`config.mk`:
```
export PLATFORM = sky130hd
export DESIGN_NAME = branch_predictor
export DESIGN_NICKNAME = d
export VERILOG_FILES = /design/src/rtl/branch_predictor.sv
export SDC_FILE = /design/constraint.sdc
export NUM_CORES = 2
export LEC_CHECK = 0
export ABC_CLOCK_PERIOD_IN_PS = 80800
export BUFFER_PORTS_ARGS = -buffer_cell sky130_fd_sc_hd__buf_2
export CAP_MARGIN = 20
export CORE_MARGIN = 2
export CORE_UTILIZATION = 35
export CTS_CLUSTER_DIAMETER = 120
export DETAILED_ROUTE_END_ITERATION = 7
export RECOVER_POWER = 100
export SYNTH_ARGS = -nofsm -noshare
export SYNTH_HDL_FRONTEND = slang
export SYNTH_SLANG_ARGS = --single-unit
```
`constraint.sdc`:
```
create_clock -name clk -period 80.8 [get_ports clk]
set_input_delay 12.12 -clock clk [delete_from_list [all_inputs] [get_ports clk]]
set_output_delay 12.12 -clock clk [all_outputs]
set_load 0.03 [all_outputs]
```
`src/rtl/branch_predictor.sv`:
```
// Direct-mapped branch target buffer with per-entry saturating direction counters,
// E-stage mispredict detection/redirect, and saturating branch/mispredict statistics.
module branch_predictor #(
  parameter int unsigned XLEN     = 32,
  parameter int unsigned ENTRIES  = 16,
  parameter int unsigned CTR_BITS = 2
) (
  input  logic            clk,
  input  logic            reset,
  // fetch-stage lookup
  input  logic [XLEN-1:0] PCF,
  output logic            PredTakenF,
  output logic [XLEN-1:0] PredTargetF,
  // execute-stage resolution
  input  logic            UpdateE,
  input  logic [XLEN-1:0] PCE,
  input  logic [XLEN-1:0] PCPlus4E,
  input  logic            TakenE,
  input  logic [XLEN-1:0] TargetE,
  input  logic            PredTakenE,
  input  logic [XLEN-1:0] PredTargetE,
  output logic            MispredictE,
  output logic [XLEN-1:0] RedirectPCE,
  input  logic            Clear,
  output logic [31:0]     BranchCount,
  output logic [31:0]     MispredCount
);

  localparam int unsigned IW = $clog2(ENTRIES);
  localparam int unsigned TW = XLEN - IW - 2;

  localparam logic [CTR_BITS-1:0] CtrMax  = {CTR_BITS{1'b1}};
  localparam logic [CTR_BITS-1:0] CtrWkT  = CTR_BITS'(1) << (CTR_BITS - 1);
  localparam logic [CTR_BITS-1:0] CtrWkNt = CtrWkT - CTR_BITS'(1);

  logic                valid_q  [ENTRIES];
  logic [TW-1:0]       tag_q    [ENTRIES];
  logic [XLEN-1:0]     target_q [ENTRIES];
  logic [CTR_BITS-1:0] ctr_q    [ENTRIES];

  logic [31:0] branch_count_q;
  logic [31:0] mispred_count_q;

  // ---------------------------------------------------------------------------
  // Fetch-stage lookup
  // ---------------------------------------------------------------------------
  logic [IW-1:0] f_idx;
  logic [TW-1:0] f_tag;
  logic          f_hit;

  always_comb begin
    f_idx       = PCF[IW+1:2];
    f_tag       = PCF[XLEN-1:IW+2];
    f_hit       = valid_q[f_idx] && (tag_q[f_idx] == f_tag) && !reset;
    PredTakenF  = f_hit && ctr_q[f_idx][CTR_BITS-1];
    PredTargetF = f_hit ? target_q[f_idx] : PCF + XLEN'(4);
  end

  // ---------------------------------------------------------------------------
  // Execute-stage resolution
  // ---------------------------------------------------------------------------
  logic [IW-1:0] e_idx;
  logic [TW-1:0] e_tag;
  logic          e_hit;

  always_comb begin
    e_idx       = PCE[IW+1:2];
    e_tag       = PCE[XLEN-1:IW+2];
    e_hit       = valid_q[e_idx] && (tag_q[e_idx] == e_tag);
    MispredictE = UpdateE &&
                  ((TakenE != PredTakenE) ||
                   (TakenE && PredTakenE && (TargetE != PredTargetE)));
    RedirectPCE = TakenE ? TargetE : PCPlus4E;
  end

  // ---------------------------------------------------------------------------
  // Table update; Clear wins over a coincident update
  // ---------------------------------------------------------------------------
  always_ff @(posedge clk or posedge reset) begin
    if (reset) begin
      for (int i = 0; i < ENTRIES; i++) begin
        valid_q[i]  <= 1'b0;
        tag_q[i]    <= '0;
        target_q[i] <= '0;
        ctr_q[i]    <= CtrWkNt;
      end
    end else if (Clear) begin
      for (int i = 0; i < ENTRIES; i++) begin
        valid_q[i] <= 1'b0;
      end
    end else if (UpdateE) begin
      if (e_hit) begin
        if (TakenE) begin
          target_q[e_idx] <= TargetE;
          if (ctr_q[e_idx] != CtrMax) begin
            ctr_q[e_idx] <= ctr_q[e_idx] + CTR_BITS'(1);
          end
        end else if (ctr_q[e_idx] != '0) begin
          ctr_q[e_idx] <= ctr_q[e_idx] - CTR_BITS'(1);
        end
      end else if (TakenE) begin
        valid_q[e_idx]  <= 1'b1;
        tag_q[e_idx]    <= e_tag;
        target_q[e_idx] <= TargetE;
        ctr_q[e_idx]    <= CtrWkT;
      end
    end
  end

  // ---------------------------------------------------------------------------
  // Statistics; independent of Clear
  // ---------------------------------------------------------------------------
  always_ff @(posedge clk or posedge reset) begin
    if (reset) begin
      branch_count_q  <= '0;
      mispred_count_q <= '0;
    end else begin
      if (UpdateE && (branch_count_q != '1)) begin
        branch_count_q <= branch_count_q + 32'd1;
      end
      if (MispredictE && (mispred_count_q != '1)) begin
        mispred_count_q <= mispred_count_q + 32'd1;
      end
    end
  end

  assign BranchCount  = branch_count_q;
  assign MispredCount = mispred_count_q;

endmodule

```
* Word level (Yosys, flattened, before mapping)
Cells that the tools add are included. W data, S select, Z words.
Storage, ports and cells: register bits after elaboration 1040
Cells by class: add/subtract/negate cells 5, order comparisons 3, equality and inequality tests 9, muxes and demuxes 44, bitwise logic cells 8, reduce and logical (&&, ||, !) cells 21
Operators by type and width (count):
- $bwmux W512 | 1
- $bwmux W416 | 1
- $mux W32 | 10
- $bmux W26 S4 | 2
- $mux W26 | 5
- $bmux W32 S4 | 1
- $demux W32 S4 | 1
- $demux W26 S4 | 1
- $add A32 B1 Y32 const B | 2
- $bwmux W32 | 2
- $mux W16 | 4
- $ne A32 B32 Y1 const B | 2
- $eq A26 B26 Y1 | 2
- $add A32 B3 Y32 const B | 1
- $ne A32 B32 Y1 | 1
- $or A16 B16 Y16 | 2
- $and A16 B16 Y16 | 1
- $bmux W2 S4 | 2
- $not A16 Y16 | 1
- $ge A5 B5 Y1 const B | 2
- $logic_and A1 B1 Y1 | 10
- $mux W2 | 5
- $not A4 Y5 | 2
- $reduce_bool A2 Y1 | 5
- other kinds (16) | 24

* Longest topological paths before layout
word-level depth 10, depth in mapped cells 17

* Worst setup path after synthesis
Ideal clock, no wire load.
path kind input-to-output, start input PCF[2], end output PredTargetF[10], arrival 15.714 ns, data required time 68.680 ns, setup slack 52.966 ns, stages on the path 12, buffers on the path 5, cell sequence clkbuf_1 > buf_2 > buf_1 > mux4_2 > mux4_2 > xnor2_1 > nand2_1 > nor4_1 > nand3_1 > clkbuf_1 > clkbuf_1 > a21oi_1
Between the ends: word-level cells in the longest chain between the ends 8, elaborated cells between the ends (all ways) 15
Ends and longest elaborated chain:
- start, declared | RTL line 11 | input logic [XLEN-1:0] PCF,
- $not A4 Y5 (not written as such) | RTL line 54, 56
- $bmux W26 S4 | RTL line 54 | f_hit = valid_q[f_idx] && (tag_q[f_idx] == f_tag) && !reset;
- $mux W26 (not written as such) (2 in series) | RTL line 54
- $eq A26 B26 Y1 | RTL line 54
- $logic_and A1 B1 Y1 (2 in series) | RTL line 54
- $mux W32 * | RTL line 56 | PredTargetF = f_hit ? target_q[f_idx] : PCF + XLEN'(4);
- end, declared | RTL line 13 | output logic [XLEN-1:0] PredTargetF,
Every way passes the cells marked *; elsewhere a longest branch is shown, timed or not. The select of a mux whose other input is x is not followed.

* Worst setup path after layout
start input PCF[3], end output PredTargetF[26]
Same word-level chain as after synthesis.

==> metrics.md <==
| Metric | Value |
|---|---|
| Crit-path leading delay family | `buffers and inverters` |
| RSZ-0062 raised after global routing | `false` |
| Hold path start | `MispredCount[6]` |
| Leakage | `between 0.02 and 0.03 uW` |
| Syn nets | `3,862` |
| TritonCTS clock tree | `built` |
| Worst-Skew Late Latency | `about 0.75 ns` |
| Crit-path max FO | `84` |
| Post-synth EDFFs | `0` |
| Vias in the first global route | `roughly 34,000` |
| Final wirelength | `~160 mm` |
| Clk pin slew, worst setup/hold paths | `around 0.050 ns` |
| Logic pwr share | `0.161` |
| Resize count post-CTS | `0` |
| Most frequent CP cell | `clkbuf_1` |
| Clock H-tree levels | `3` |
| Root Driver | `clkbuf_16` |
| Synth Cell Area | `roughly 53,000 um2` |
| Gr usage total | `0.204` |
| Die width | `slightly below 400 um` |
| First-pass GRT wire length | `between 200 and 250 mm` |
| Pre-CTS WS | `50.42 ns` |
| CP startpoint | `PCF[3]` |
| Met3 wire length | `about 14 mm` |
| Met2 Wirelength | `73.7 mm` |
| Initial antenna violation count | `23` |
| Uppermost layer routed | `met5` |
| Synth warnings | `0` |
| HP Class | `flip-flop to flip-flop` |
| Worst reg2reg path endpoint | `tag_q[263]` |
| Internal power | `1020 uW` |
| Max cap viols | `between 50 and 60` |
| Core area | `approximately 150,000 um2` |
| # setup viols final | `0` |
| R2R setup slack | `slightly above 70 ns` |
| Number of cells on the worst reg-to-reg path | `10` |
| Dominant cells by area after synthesis | `dfrtp_1 48%, mux2_2 18%, mux4_2 16%` |
| Critical Path RT | `between 60 and 70 ns` |
| Congestion Overflow GR | `0` |
| Switching power | `between 300 and 400 uW` |
| Hold path cells | `1` |
| Share of the synthesized area in the top cell type | `0.481` |
| Ys async rst share | `1.00` |
| # port buffers | `293` |
| Die Y | `394 um` |
| Largest net degree at the start of global routing | `160` |
| Sw frac | `0.269` |
| Hold_buf cts | `0` |
| Filler cell count | `14,300` |
| CP startpoint kind | `input pin` |
| Detailed-route DRC error count | `0` |
| Vias | `between 30,000 and 40,000` |
| VDD IR max | `between 0.015 and 0.02 mV` |
| Final period util | `0.495` |
| Synth Register Bits | `1,040` |
| Max Clk Rate | `25.0 MHz` |
| Total die area | `between 150,000 and 200,000 um2` |
| CP Data Arrival Time | `27.85 ns` |
| Sequential share of power | `0.453` |
| WHS Endpoint | `MispredCount[6]` |
| WS Path Type | `input pin to output pin` |
| Post-synthesis average cell area | `~14 um2` |
| Slew margin rel. | `-4.77` |
| Final setup margin | `40.83 ns` |
| Proportion of layout cells with a drive suffix above 1 | `0.428` |
| Critical path's largest stage delay | `between 4 and 5 ns` |
| Final min period | `approximately 40 ns` |
| Avg Vias per Cell | `~5.6` |
| M1 WL | `68.6 mm` |
| Mapped Cells | `roughly 3,700` |
| R2r startpoint | `tag_q[309]` |
| Count of final hold-check violations | `0` |
| Postcts setup bufs | `0` |
| Num ports | `around 300` |
| DR pass1 iterations | `5` |
| Clock Skews | `between 0.06 and 0.07 ns` |
| TNS Setup | `0 ns` |
| Power per cell area | `between 20 and 25 nW/um2` |
| Avg WL per Cell | `around 27 um` |
| Detail Route Antenna Nets | `0` |
| CTS Buffer Depth | `3` |
| Outcome | `finished with violations` |
| Seq/Total Area, Yosys | `0.489` |
| Clk pwr share | `0.386` |
| Starting Density | `0.352` |
| CP Capture Type | `output pin` |
| Total power | `around 1400 uW` |
| Worst path slowest cell | `clkbuf_1` |
| # rows | `between 100 and 150` |
| Predominant post-synthesis flop cell | `dfrtp_1` |
| WP buf/inv | `4` |
| Synth-to-Final Area Change | `12.1%` |
| Area leader, netlist | `dfrtp_1` |
| Fin. max-slew vios | `between 2,000 and 2,500` |
| Failing checks | `max-capacitance violations, max-slew violations` |
| Post-synth cell types | `between 70 and 80` |
| Dpl hpwl | `approximately 97 mm` |
| Crit-path cells | `clkbuf_1 > clkbuf_1 > clkbuf_1 > mux4_2 > mux4_2 > xnor2_1 > nand2_1 > nor4_1 > nand3_1 > a21oi_1 > clkbuf_1` |
| Slew @ Worst Pin | `just under 9 ns` |
| Final Wtd Congestion | `roughly 0.86` |
| Layout Nets | `3,971` |
| # clock sinks | `around 1,000` |
| Cts bufs inserted | `113` |
| Iter 0 DRT Violations | `approximately 2,500` |
-- per-stage QoR --
| step | utilization | std cells | hold WS (ns) | area, um2 |
|---|---|---|---|---|
| global route | 0.394 | 5927 | 0.506 | 59700 |
| CTS | 0.398 | 5922 | 0.488 | 60300 |
| global placement | 0.372 | 5710 | 0.472 | 56400 |
| finish | 0.394 | 5930 | 0.484 | 59700 |
| floorplan | - | 3690 | 0.470 | 53300 |
| detailed placement | 0.372 | 5711 | 0.478 | 56400 |
-- cells by family after synthesis --
kind of cell	share of synthesized area
AOI/OAI and AO/OA	0.0319
xor gates and xnor gates	0.0281
adders and majority gates	0.00141
buffers and inverters	0.0331
DFF	0.489
muxes	0.378
and+or+nand+nor	0.0390
-- power groups by stage --
stage / clock network [uW] / registers (uW) / logic [uW]
global route: 568 / 637 / 241
detailed placement: 0 / 636 / 226
global placement: 0 / 633 / 222
CTS: 547 / 627 / 226
finish: 536 / 629 / 224
floorplan: 0 / 632 / 165
-- cell type report --
cell class / instances / area, um2 / share of cell area
flip-flops and latches: 1040 / 26000 / 0.436
multi-input cells: 2263 / 25500 / 0.427
clock buffers: 167 / 3350 / 0.0561
well taps: 2030 / 2540 / 0.0425
repair buffers: 360 / 1660 / 0.0278
clock inverters: 44 / 543 / 0.00909
inverters: 21 / 80.1 / 0.00134
diodes: 5 / 12.5 / 0.000209
-- registers in the layout (all words and copies together), names as in the netlist --
register	count
BranchCount	32
MispredCount	32
ctr_q	32
tag_q	416
target_q	512
valid_q	16
-- layout by cell type, fill, tap and decap left out, types with 16 or more instances in the layout --
cell       netlist  final
a22oi_1         20     20
xnor2_1        128    128
inv_1           19     18
nor2_1          95     94
and3_1          21     21
nand2_1         93     97
dfstp_2         16     16
mux2i_1         92     92
nand4_1         44     44
xor2_1          43     43
a21oi_1         47     47
clkbuf_16        0    114
mux2_2         870    867
o21ai_0        130    130
mux2_1          65     72
dfrtp_1       1024   1024
o22ai_1         10     20
clkbuf_1       220    200
nand3_1         53     43
buf_2           34    159
clkinv_2         0     25
mux4_2         376    376
buf_4           33     20
clkbuf_8         0     30
-- layer usage --
layer	up-vias	global-route usage
met2	1071	0.317
met1	18000	0.277
li1	14000	-
met5	-	0
met4	26	0.0521
met3	258	0.0626
-- cells in the mapped netlist (4+ instances only) --
library cell	instances
mux4_2	376
mux2i_1	92
a21oi_1	47
ha_1	6
nor2_1	95
buf_4	33
buf_2	34
buf_6	13
buf_1	63
or2_2	15
nor4_1	11
mux2_2	870
xor2_1	43
xnor2_1	128
a22o_1	8
nand4_1	44
nand3_1	53
mux2_1	65
and4_1	12
and2_1	8
dfstp_2	16
nor2b_1	11
o22ai_2	6
a22oi_1	20
mux2_4	8
a211oi_1	7
o21ai_0	130
mux4_1	4
nand2_1	93
o22ai_1	10
dfrtp_1	1024
inv_1	19
nand2b_1	7
and3_1	21
nor3_1	11
a221oi_1	5
o22ai_4	4
clkbuf_1	220
-- worst register-to-register path: cells and delay by family (launching register included) --
family	cells	cell delay, ns
simple gates	4	3.84
buf+inv	1	2.16
mux	2	0.99
compound gates	2	0.51
xor+xnor	1	0.43
flops	1	0.40
-- worst max path at each step --
stage | end | slack [ns] | cells past startpoint
floorplan | BranchCount[0] | 39.44 | 1
global placement | PredTargetF[26] | 50.40 | 11
detailed placement | PredTargetF[26] | 50.42 | 11
CTS | PredTargetF[26] | 50.42 | 11
global route | PredTargetF[26] | 40.17 | 11
finish | PredTargetF[26] | 40.83 | 11
No activity file was read; power rests on OpenSTA's default activity.
